File: config.mk
export PLATFORM = sky130hd
export DESIGN_NAME = isp_color_pipeline
export DESIGN_NICKNAME = d
export VERILOG_FILES = /design/src/rtl/isp_color_pipeline.sv
export SDC_FILE = /design/constraint.sdc
export NUM_CORES = 1
export LEC_CHECK = 0
export BUFFER_PORTS_ARGS = -buffer_cell sky130_fd_sc_hd__buf_2
export CAP_MARGIN = 20
export CORE_MARGIN = 2
export CORE_UTILIZATION = 31
export DETAILED_ROUTE_END_ITERATION = 10
export PLACE_DENSITY = 0.58
export REMOVE_ABC_BUFFERS = 1
export SETUP_SLACK_MARGIN = 0.3
export SLEW_MARGIN = 25
export SYNTH_ARGS = -nofsm -noshare
export SYNTH_HDL_FRONTEND = slang
export SYNTH_SLANG_ARGS = --single-unit
File: constraint.sdc
create_clock -name isp_clk -period 7.81 [get_ports isp_clk]
set_input_delay 1.562 -clock isp_clk [delete_from_list [all_inputs] [get_ports isp_clk]]
set_output_delay 1.562 -clock isp_clk [all_outputs]
set_load 0.02 [all_outputs]
File: src/rtl/isp_color_pipeline.sv
// Bayer-raw ISP back end: per-site white balance, piecewise gamma lift and 8-bit RGB packing.
// Tracks line/frame position from data_en bursts; fixed 4-cycle latency, one pixel per clock.
module isp_color_pipeline #(
  parameter int unsigned DW  = 12,
  parameter int unsigned FCW = 16
) (
  input  logic           isp_clk,
  input  logic           rst,
  input  logic [15:0]    isp_data_in,
  input  logic [11:0]    h_active_in,
  input  logic [11:0]    v_active_in,
  input  logic [3:0]     bayerStart,
  input  logic           data_en,
  input  logic [2:0]     mode_sel,
  input  logic [7:0]     r_gain,
  input  logic [7:0]     g_gain,
  input  logic [7:0]     b_gain,
  input  logic [2:0]     gamma_coe,
  output logic [23:0]    rgb_out,
  output logic           rgb_valid,
  output logic [FCW-1:0] frames_cnt
);

  localparam logic [1:0]    ChR    = 2'd0;
  localparam logic [1:0]    ChG    = 2'd1;
  localparam logic [1:0]    ChB    = 2'd2;
  localparam logic [DW-1:0] PixMax = '1;

  // Position state
  logic [11:0]    col_q, col_d, row_q, row_d;
  logic [FCW-1:0] frames_q, frames_d;
  logic           de_q;

  // Input-stage decode
  logic           flip_r, flip_c, site_r, site_c;
  logic [1:0]     chan_in;
  logic [7:0]     gain_in;
  logic           wb_in, gm_in, gray_in, pix_ok;

  // Pipeline stages: s0 capture, s1 white balance, s2 gamma term, s3 gamma sum
  logic           s0_vld_q, s1_vld_q, s2_vld_q, s3_vld_q;
  logic [DW-1:0]  s0_raw_q, s1_pix_q, s2_pix_q, s3_pix_q;
  logic [1:0]     s0_chan_q, s1_chan_q, s2_chan_q, s3_chan_q;
  logic           s0_gray_q, s1_gray_q, s2_gray_q, s3_gray_q;
  logic           s0_gm_q, s1_gm_q, s2_gm_q;
  logic [2:0]     s0_k_q, s1_k_q, s2_k_q;
  logic [7:0]     s0_gain_q;
  logic           s0_wb_q;
  logic [DW-1:0]  s2_t_q;

  logic [DW+7:0]  wb_prod;
  logic [DW+1:0]  wb_scaled;
  logic [DW-1:0]  s1_pix_d;
  logic [2*DW-1:0] gm_prod;
  logic [DW+2:0]  gm_tk;
  logic [DW+1:0]  gm_sum;
  logic [DW-1:0]  s3_pix_d;
  logic [7:0]     pix8;
  logic [23:0]    rgb_q, rgb_d;
  logic           rgb_valid_q;

  // Decode CFA site, per-pixel gain, mode flags and active-window drop for the incoming pixel
  always_comb begin
    flip_r = 1'b0;
    flip_c = 1'b0;
    case (bayerStart)
      4'b0010: flip_c = 1'b1;
      4'b0100: flip_r = 1'b1;
      4'b1000: begin
        flip_r = 1'b1;
        flip_c = 1'b1;
      end
      default: ;
    endcase
    // Phases are the RGGB pattern shifted by one row and/or column
    site_r = row_q[0] ^ flip_r;
    site_c = col_q[0] ^ flip_c;
    if (!site_r && !site_c) begin
      chan_in = ChR;
      gain_in = r_gain;
    end else if (site_r && site_c) begin
      chan_in = ChB;
      gain_in = b_gain;
    end else begin
      chan_in = ChG;
      gain_in = g_gain;
    end
    wb_in   = 1'b0;
    gm_in   = 1'b0;
    gray_in = 1'b0;
    case (mode_sel)
      3'b000:  gray_in = 1'b1;
      3'b001:  wb_in   = 1'b1;
      3'b010:  gm_in   = 1'b1;
      default: begin
        wb_in = 1'b1;
        gm_in = 1'b1;
      end
    endcase
    pix_ok = data_en && (col_q < h_active_in) && (row_q < v_active_in);
  end

  // Next column/row/frame from data_en bursts; a falling edge closes a line
  always_comb begin
    col_d    = col_q;
    row_d    = row_q;
    frames_d = frames_q;
    if (data_en) begin
      // Saturate so an over-long line never wraps back into the active window
      if (col_q != 12'hFFF) col_d = col_q + 12'd1;
    end else if (de_q) begin
      col_d = 12'd0;
      if ({1'b0, row_q} + 13'd1 >= {1'b0, v_active_in}) begin
        row_d    = 12'd0;
        frames_d = frames_q + 1'b1;
      end else begin
        row_d = row_q + 12'd1;
      end
    end
  end

  // Position registers
  always_ff @(posedge isp_clk) begin
    if (rst) begin
      col_q    <= '0;
      row_q    <= '0;
      frames_q <= '0;
      de_q     <= 1'b0;
    end else begin
      col_q    <= col_d;
      row_q    <= row_d;
      frames_q <= frames_d;
      de_q     <= data_en;
    end
  end

  // White balance: Q2.6 gain, saturate to full scale
  always_comb begin
    wb_prod   = (DW + 8)'(s0_raw_q) * (DW + 8)'(s0_gain_q);
    wb_scaled = wb_prod[DW+7:6];
    if (!s0_wb_q) begin
      s1_pix_d = s0_raw_q;
    end else if (|wb_scaled[DW+1:DW]) begin
      s1_pix_d = PixMax;
    end else begin
      s1_pix_d = wb_scaled[DW-1:0];
    end
  end

  // Gamma: parabolic lift t = x(max-x)/2^DW, then y = min(max, x + t*k/2)
  always_comb begin
    gm_prod = (2 * DW)'(s1_pix_q) * (2 * DW)'(PixMax - s1_pix_q);
    gm_tk   = (DW + 3)'(s2_t_q) * (DW + 3)'(s2_k_q);
    gm_sum  = (DW + 2)'(s2_pix_q) + (DW + 2)'(gm_tk >> 1);
    if (!s2_gm_q) begin
      s3_pix_d = s2_pix_q;
    end else if (gm_sum > (DW + 2)'(PixMax)) begin
      s3_pix_d = PixMax;
    end else begin
      s3_pix_d = gm_sum[DW-1:0];
    end
  end

  // Pack: gray replicates, mosaic places the sample in its own channel slot; hold otherwise
  always_comb begin
    pix8  = s3_pix_q[DW-1:DW-8];
    rgb_d = rgb_q;
    if (s3_vld_q) begin
      if (s3_gray_q) begin
        rgb_d = {pix8, pix8, pix8};
      end else begin
        case (s3_chan_q)
          ChR:     rgb_d = {pix8, 8'h00, 8'h00};
          ChB:     rgb_d = {8'h00, 8'h00, pix8};
          default: rgb_d = {8'h00, pix8, 8'h00};
        endcase
      end
    end
  end

  // Valid chain and output registers; reset discards pixels in flight
  always_ff @(posedge isp_clk) begin
    if (rst) begin
      s0_vld_q    <= 1'b0;
      s1_vld_q    <= 1'b0;
      s2_vld_q    <= 1'b0;
      s3_vld_q    <= 1'b0;
      rgb_q       <= '0;
      rgb_valid_q <= 1'b0;
    end else begin
      s0_vld_q    <= pix_ok;
      s1_vld_q    <= s0_vld_q;
      s2_vld_q    <= s1_vld_q;
      s3_vld_q    <= s2_vld_q;
      rgb_q       <= rgb_d;
      rgb_valid_q <= s3_vld_q;
    end
  end

  // Pixel data and per-pixel config travelling alongside the valid chain
  always_ff @(posedge isp_clk) begin
    s0_raw_q  <= isp_data_in[15 -: DW];
    s0_chan_q <= chan_in;
    s0_gain_q <= gain_in;
    s0_wb_q   <= wb_in;
    s0_gm_q   <= gm_in;
    s0_gray_q <= gray_in;
    s0_k_q    <= gamma_coe;

    s1_pix_q  <= s1_pix_d;
    s1_chan_q <= s0_chan_q;
    s1_gm_q   <= s0_gm_q;
    s1_gray_q <= s0_gray_q;
    s1_k_q    <= s0_k_q;

    s2_pix_q  <= s1_pix_q;
    s2_t_q    <= gm_prod[2*DW-1:DW];
    s2_chan_q <= s1_chan_q;
    s2_gm_q   <= s1_gm_q;
    s2_gray_q <= s1_gray_q;
    s2_k_q    <= s1_k_q;

    s3_pix_q  <= s3_pix_d;
    s3_chan_q <= s2_chan_q;
    s3_gray_q <= s2_gray_q;
  end

  assign rgb_out    = rgb_q;
  assign rgb_valid  = rgb_valid_q;
  assign frames_cnt = frames_q;

endmodule

# Word-level counts from Yosys, hierarchy flattened
# Index checks and enable logic that the tools add are counted.
# W data, S select, Z words.
# word_totals
wordCells	90
output_inout_bits	41
inputBits	77
ff_bits	163
# op_classes
mux	18
n_addsub	6
n_eq_ne	8
magnitude_cmp	4
mul	3
bitwise_logic	3
n_reduce_logical	17
# ops
cell	count
$mux W12	8
$pmux W24 S2	1
$add A12 B1 Y12 const B	2
$lt A12 B12 Y1	2
$mul A13 B13 Y24	1
$mux W24	1
$mul A12 B8 Y20	1
$add A16 B1 Y16 const B	1
$mux W8	2
$mul A12 B3 Y15	1
$add A12 B14 Y14	1
$gt A14 B12 Y1 const B	1
$add A12 B1 Y13 const B	1
$ge A13 B12 Y1	1
$sub A12 B12 Y13 const A	1
$ne A12 B12 Y1 const B	1
$reduce_or A2 Y1	5
$mux W1	5
$eq A4 B2 Y1 const B	1
$eq A4 B3 Y1 const B	1
$eq A4 B4 Y1 const B	1
$logic_and A1 B1 Y1	4
$reduce_and A2 Y1	2
$eq A3 B1 Y1 const B	1
other kinds (11)	13

# Longest topological paths before layout
# Gate-level depths: netlist of run 1.
# logic_depth
word_depth	7
ltp_mapped	24
mapped_depth_nobuf	23

# Worst setup path after synthesis of run 1
# OpenSTA, ideal clock, no wires.
# synth_timing
path_kind	register to register
startpoint	reg s1_pix_q[3]
endpoint	reg s2_t_q[10]
t_arrival_ps	5289
synth_period_minus_slack_ps	5385
setup_time_ps	95
setup_slack_ps	2425
required_ps	7715
stages_incl_launch_ff	22
n_path_buf	1
path_cell_list	dfxtp_1 > inv_1 > buf_1 > nand2_1 > fa_1 > inv_1 > fa_1 > inv_1 > fa_1 > inv_1 > fa_1 > fa_1 > ha_1 > o21a_1 > o21ai_0 > a21oi_1 > a41o_1 > nor4_1 > nor3_1 > a21oi_1 > nand2b_1 > a221oi_1
# synth_between
elab_chain_len	2
# synth_lines
item	line_no	source
start: declaration	42	logic [DW-1:0] s0_raw_q, s1_pix_q, s2_pix_q, s3_pix_q;
start signal: assignment	210	s1_pix_q <= s1_pix_d;
$sub A12 B12 Y13	152	gm_prod = (2 * DW)'(s1_pix_q) * (2 * DW)'(PixMax - s1_pix_q);
$mul A13 B13 Y24 *	152	
net gm_prod[22]	54	logic [2*DW-1:0] gm_prod;
end signal: assignment	217	s2_t_q <= gm_prod[2*DW-1:DW];
end: declaration	49	logic [DW-1:0] s2_t_q;
# The timed path passes the listed nets; every way through them passes the cells marked *.
# A chain may end at the register's enable or synchronous reset.

# Final worst setup path of run 1
# Same ends and word-level chain as after synthesis.

==> results of run 1 <==
## final cells by class
cell class | instances | area [sq um]
Clock inverter | 15 | 169
Fill cell | 4778 | 30100
Tap cell | 607 | 759
Inverter | 262 | 983
Clock buffer | 17 | 425
Timing Repair Buffer | 120 | 618
Multi-Input combinational cell | 1187 | 10200
Sequential cell | 159 | 3180
## cells by family (layout without fill, tap and decap cells)
| kind of cell | Yosys count | in the layout | synth area share, % |
|---|---|---|---|
| AOI/OAI and AO/OA | 223 | 223 | 9.75 |
| DFF | 159 | 159 | 21.9 |
| xor gates and xnor gates | 61 | 61 | 3.67 |
| buffers and inverters | 321 | 414 | 8.29 |
| muxes | 6 | 6 | 0.413 |
| adders and majority gates | 348 | 348 | 38.1 |
| and+or+nand+nor | 549 | 549 | 18.0 |
## cell usage after synthesis, types with 3 or more instances
cell,instances
ha_1,190
nor3_1,22
a222oi_1,8
o21ai_0,41
inv_1,258
o21bai_1,6
o22ai_1,4
xnor2_1,35
nor2_1,143
mux2i_1,6
nand2b_1,35
nand2_1,158
fa_1,158
and2_1,65
nand3b_1,11
and3_1,17
nand4_1,8
o211ai_1,5
dfxtp_1,159
a2111oi_0,5
a31oi_1,17
clkbuf_1,55
nor3b_1,3
a211oi_1,4
nand3_1,53
or2_2,7
a21o_1,20
a41o_1,3
clkinv_1,3
a21oi_1,78
xor2_1,26
nor2b_1,19
o21a_1,14
buf_1,3
## final timing paths
path	start	endpoint
min	s2_chan_q[0]	s3_chan_q[0]
max	s1_pix_q[3]	s2_t_q[10]
min reg2reg	s2_chan_q[0]	s3_chan_q[0]
max reg2reg	s1_pix_q[3]	s2_t_q[10]
## routing by layer
metal | global-route usage [%] | vias up | wire (um)
met4 | 4.51 | 0 | 523
met2 | 24.0 | 178 | 15600
met1 | 18.6 | 5356 | 15500
li1 | - | 5526 | -
met3 | 1.91 | 36 | 949
met5 | 0 | - | 0
## registers in the layout, indices dropped and copies added, names as in the netlist, 8 cells and up
| name | count |
|---|---|
| s1_pix_q | 12 |
| rgb_out | 24 |
| s0_gain_q | 8 |
| frames_cnt | 16 |
| s0_raw_q | 12 |
| row_q | 12 |
| s2_t_q | 12 |
| col_q | 12 |
| s3_pix_q | 8 |
| s2_pix_q | 12 |
## metrics by stage
| stage | worst slack, ns | util [%] | hold slack [ns] | area, sq um | std cells |
|---|---|---|---|---|---|
| final | 1.71 | 35.1 | 0.325 | 16300 | 2367 |
| after global routing | 1.12 | 35.1 | 0.333 | 16300 | 2367 |
| after CTS | 1.63 | 35.1 | 0.328 | 16300 | 2367 |
| after detailed placement | 1.67 | 33.8 | 0.313 | 15700 | 2335 |
| after global placement | 1.72 | 33.8 | 0.314 | 15700 | 2335 |
| after floorplan | 2.48 | - | 0.310 | 14300 | 1608 |
## critical path, stage by stage, from the launching register on
cell,delay (ns)
dfxtp_1,0.45
inv_1,0.49
nand2_1,0.16
fa_1,0.57
inv_1,0.06
fa_1,0.52
inv_1,0.05
fa_1,0.51
inv_1,0.05
fa_1,0.47
fa_1,0.50
ha_1,0.29
o21a_1,0.10
o21ai_0,0.07
a21oi_1,0.33
a41o_1,0.27
nor4_1,0.06
nor3_1,0.45
a21oi_1,0.18
nand2b_1,0.18
a221oi_1,0.25
==> results by group, run 1 <==
Global routing
  – Overall fraction of global-route tracks in use: 14.2%
  – Total gr overflow: 0
  – Wire length of the first global-routing pass: 55600 um
  – Pin count of the biggest net entering global routing: 79
  – Number of global-route vias before repair: 11500
  – Antenna violations before repair: 1

Timing
  – Final-layout setup total negative slack: 0 ns
  – Worst max-slew margin expressed relative to the limit: 34.0%
  – Final critical-path required period: 6.10 ns
  – Setup repair after global routing missed its margin: false
  – Final count of hold timing violations: 0
  – Worst setup skew after layout: 0.0124 ns
  – Peak clock frequency supported by timing: 164 MHz
  – Final slew viol count: 0
  – Setup-violating endpoint count in the final report: 0
  – Slew @ Worst Pin: 0.962 ns
  – Final period util: 78.1%

Routing
  – Number of violations reported at the end of detailed-routing iteration 0: 612
  – Detailed Route WL: 32600 um
  – Number of routed nets with antenna violations: 0
  – Number of vias in the routed layout: 11100
  – Detail-routed via count per cell: 4.69
  – Routed WL per cell: 13.8 um
  – Drt first pass iters: 6
  – Residual DRC: 0

Floorplanning
  – Core outline area: 0.0465 sq mm
  – Boundary pin count: 118
  – Row count: 79
  – Area of the die: 0.0487 sq mm
  – Initial Util: 31.3%
  – Die height: 221 um
  – Horizontal die dimension: 221 um

Placed design
  – Last weighted congestion value of the routability-driven placer: 0.830
  – Count of buffers from port buffering: 113
  – HPWL after detailed placement: 25100 um

Clock tree
  – Clk pin slew, worst setup/hold paths: 0.08 ns
  – Quantity of hold-fixing buffers added after cts: 0
  – Post-CTS Resized: 0
  – Clock root buffer: clkbuf_16
  – Number of H-tree levels: 4
  – TritonCTS clock tree: done
  – Post-CTS setup buffers: 0
  – Clock latency on the worst-skew pair: 0.45 ns
  – Clock buffers created by TritonCTS: 17
  – Clock tree sinks: 159
  – Buffer depth of the longest clock path: 2

Synthesis
  – Cell variety after synth: 56
  – Cell taking the most area after synthesis: dfxtp_1
  – Number of warnings printed during yosys synthesis: 0
  – FFs w/ async S/R, synth: 0%
  – Sequential area share after synthesis: 21.9%
  – Top_reg_cell synth: dfxtp_1
  – Post-Syn Area per Cell: 8.73 sq um
  – Cell area after synthesis: 0.0146 sq mm
  – Synthesized flop and latch total: 159
  – Synth top area cells: dfxtp_1 22%, fa_1 22%, ha_1 16%
  – Post-synth EDFFs: 0
  – Cell count after synthesis: 1667
  – Area share of the leading cell type in the synthesized netlist: 21.9%

Setup path
  – Crit Path Max Fanout: 15
  – Critical Path End Type: flop
  – Required time reported for the critical path endpoint: 8.16 ns
  – Register-to-register setup slack: 1.71 ns
  – Worst Reg-to-Reg Cells: 20
  – Startpoint-to-endpoint class of the critical path: reg2reg
  – Setup crit start kind: flop
  – Critical Path AT: 6.45 ns

Final layout
  – Commonest non-fill, non-tap cells in the layout: 258 x inv_1, 190 x ha_1, 158 x nand2_1, 158 x fa_1, 158 x dfxtp_1
  – Diode insertion count for antenna repair: 0
  – Final net count: 2172
  – Most common cell after layout, fill and taps aside: inv_1
  – Relative area change from synthesis to final layout: 12.0%
  – Layout cells sized above 1: 9.43%

Hold path
  – Number of cells on the worst hold path: 0
  – Type of the most critical hold path: reg2reg

Flow run
  – Count of max-cap constraint violations: 0

Outcome
  – Result of the run: complete, no violations
Power of run 1 is left out: the tool's default activity adds up to more than one toggle a clock period on the data nets, which glitch-free logic cannot reach.
==> inputs of run 2 (changes only) <==
- ABC_AREA: default -> 1
- clock period: 7.81 -> 6.3 ns (I/O delays scaled with it)
==> run 2 against run 1 <==
  * Hold slack is essentially flat
  * Die area grew 7.3%
  * Count of clock-buffer cells in the layout is 2 higher
  * Sequential share of layout area down 1.3 points
  * Largest cell class unchanged
  * Area after synthesis up 7.4%
  * Cell count grew 20%
  * Cell area increased by 6.9%
==> results by group, run 2 <==
Timing
  – Peak clock frequency supported by timing: 184 MHz
  – Slew @ Worst Pin: 0.855 ns
  – Final critical-path required period: 5.43 ns
  – Final-layout setup total negative slack: 0 ns
  – Setup-violating endpoint count in the final report: 0
  – Final slew viol count: 0
  – Worst setup skew after layout: 0.0139 ns
  – Final period util: 86.1%
  – Setup repair after global routing missed its margin: false
  – Worst max-slew margin expressed relative to the limit: 42.6%
  – Final count of hold timing violations: 0

Synthesis
  – Sequential area share after synthesis: 20.4%
  – Synth top area cells: dfxtp_1 20%, fa_1 20%, ha_1 15%
  – Leading cell type by number of instances after synthesis: nand2_1
  – Post-synth EDFFs: 0
  – Number of warnings printed during yosys synthesis: 0
  – Cell area after synthesis: 0.0156 sq mm
  – Top_reg_cell synth: dfxtp_1
  – Cell count after synthesis: 2075
  – FFs w/ async S/R, synth: 0%
  – Top cell types by occurrence after synthesis: 478 x nand2_1, 416 x inv_1, 190 x ha_1
  – Cell variety after synth: 45
  – Synthesized flop and latch total: 159
  – Cell taking the most area after synthesis: dfxtp_1
  – Post-Syn Area per Cell: 7.54 sq um
  – Area share of the leading cell type in the synthesized netlist: 20.4%

Floorplanning
  – Boundary pin count: 118
  – Die height: 229 um
  – Initial Util: 31.3%
  – Core outline area: 0.0500 sq mm
  – Row count: 82
  – Horizontal die dimension: 229 um
  – Area of the die: 0.0523 sq mm

Setup path
  – Most prevalent standard cell on the critical path: fa_1
  – Slowest cell delay on critical path: 0.72 ns
  – Worst Reg-to-Reg Cells: 17
  – Setup crit start kind: flop
  – Cell at the slowest stage of the critical path: dfxtp_1
  – Crit Path Max Fanout: 13
  – Startpoint-to-endpoint class of the critical path: reg2reg
  – Worst reg2reg path startpoint: s1_pix_q[5]
  – Critical R2R Capture: s2_t_q[11]
  – Required time reported for the critical path endpoint: 6.63 ns
  – Critical Path AT: 5.75 ns
  – Critical Path End Type: flop
  – WP buf/inv: 3
  – List of cells traversed by the critical path: inv_1, nor2_1, fa_1, fa_1, inv_1, fa_1, fa_1, fa_1, inv_1, ha_1, nand2_1, nor2_1, nand3_1, nand3_1, a21oi_1, o21ai_0, xor2_1
  – Register-to-register setup slack: 0.87 ns
  – Delay-heaviest family, CP: adder cells

Clock tree
  – TritonCTS clock tree: done
  – Clock root buffer: clkbuf_16
  – Clock tree sinks: 159
  – Number of H-tree levels: 4
  – Post-CTS setup buffers: 0
  – Clk pin slew, worst setup/hold paths: 0.07 ns
  – Buffer depth of the longest clock path: 2
  – Clock buffers created by TritonCTS: 17
  – Post-CTS Resized: 0
  – Quantity of hold-fixing buffers added after cts: 0
  – Clock latency on the worst-skew pair: 0.46 ns

Final layout
  – Diode insertion count for antenna repair: 0
  – Relative area change from synthesis to final layout: 11.5%
  – Max reg flops: 24
  – Layout cells sized above 1: 9.43%
  – Final net count: 2587
  – Most common cell after layout, fill and taps aside: nand2_1
  – Commonest non-fill, non-tap cells in the layout: 478 x nand2_1, 416 x inv_1, 190 x ha_1, 183 x nor2_1, 159 x dfxtp_1
  – Number of inserted filler cells in the final layout: 5350

Placed design
  – HPWL after detailed placement: 29000 um
  – Count of buffers from port buffering: 113
  – Last weighted congestion value of the routability-driven placer: 0.825

Hold path
  – Type of the most critical hold path: reg2reg
  – Launch instance of the worst min-delay path: s1_k_q[1]
  – WHS Endpoint: s2_k_q[1]
  – Number of cells on the worst hold path: 0

Routing
  – Routed WL per cell: 12.6 um
  – Number of vias in the routed layout: 12900
  – Drt first pass iters: 5
  – Detailed Route WL: 36000 um
  – Residual DRC: 0
  – Detail-routed via count per cell: 4.55
  – Number of violations reported at the end of detailed-routing iteration 0: 615
  – Number of routed nets with antenna violations: 0

Outcome
  – Result of the run: complete, no violations

Global routing
  – Number of global-route vias before repair: 12800
  – Pin count of the biggest net entering global routing: 34
  – Total gr overflow: 0
  – Antenna violations before repair: 3
  – Wire length of the first global-routing pass: 60600 um
  – Overall fraction of global-route tracks in use: 14.0%

Flow run
  – Count of max-cap constraint violations: 0
[run 2: changes by cell type after synthesis, moves of 19 or more]
| cell | before | now |
|---|---|---|
| nand2_1 | 158 | 478 |
| inv_1 | 258 | 416 |
| and2_1 | 65 | 1 |
| a21oi_1 | 78 | 125 |
| nor2_1 | 143 | 183 |
| nand2b_1 | 35 | 0 |
| nand3_1 | 53 | 86 |
| nor2b_1 | 19 | 0 |
| xnor2_1 | 35 | 16 |
[run 2: per-layer routing]
metal | vias to the layer above | track usage, % | wire (um)
met3 | 30 | 2.38 | 1380
met4 | 0 | 2.90 | 367
met5 | - | 0 | 0
met1 | 6192 | 18.5 | 17000
met2 | 200 | 24.1 | 17200
li1 | 6520 | - | -
[run 2: worst max path at each step]
stage | end | start | slack [ns] | cells after the start
after floorplan | s2_t_q[11] | s1_pix_q[8] | 1.50 | 18
after global placement | s2_t_q[11] | s1_pix_q[5] | 0.91 | 20
after detailed placement | s2_t_q[11] | s1_pix_q[5] | 0.91 | 17
after CTS | s2_t_q[11] | s1_pix_q[5] | 0.88 | 17
after global routing | s2_t_q[11] | s1_pix_q[5] | 0.59 | 17
final | s2_t_q[11] | s1_pix_q[5] | 0.87 | 17
[run 2: cells by family after synthesis]
group                    Yosys count  synth area share (%)
AND/OR/NAND/NOR                  823                  21.8
buffers and inverters            482                  11.8
adder cells (fa/ha/maj)          348                  35.4
AO/OA/AOI/OAI                    207                  7.46
flip-flops                       159                  20.4
XOR/XNOR                          56                  3.14
[run 2: area by class of cell]
| class | count | area [sq um] | area share, % |
|---|---|---|---|
| clock buffer | 19 | 443 | 2.54 |
| sequential | 159 | 3180 | 18.3 |
| multi-input combinational | 1434 | 10600 | 60.9 |
| tap | 672 | 841 | 4.82 |
| inverter | 426 | 1600 | 9.17 |
| clock inverter | 13 | 104 | 0.596 |
| timing repair buffer | 124 | 648 | 3.72 |
[run 2: metrics by stage]
stage	utilization, %	std cells	setup WS, ns	cell area, sq um	hold slack (ns)
after CTS	34.9	2847	0.884	17400	0.325
final	34.9	2847	0.873	17400	0.325
after floorplan	-	2019	1.50	15400	0.310
after detailed placement	33.8	2815	0.914	16900	0.312
after global placement	33.8	2815	0.905	16900	0.310
after global routing	34.9	2847	0.593	17400	0.325
Power of run 2 is left out for the same reason.
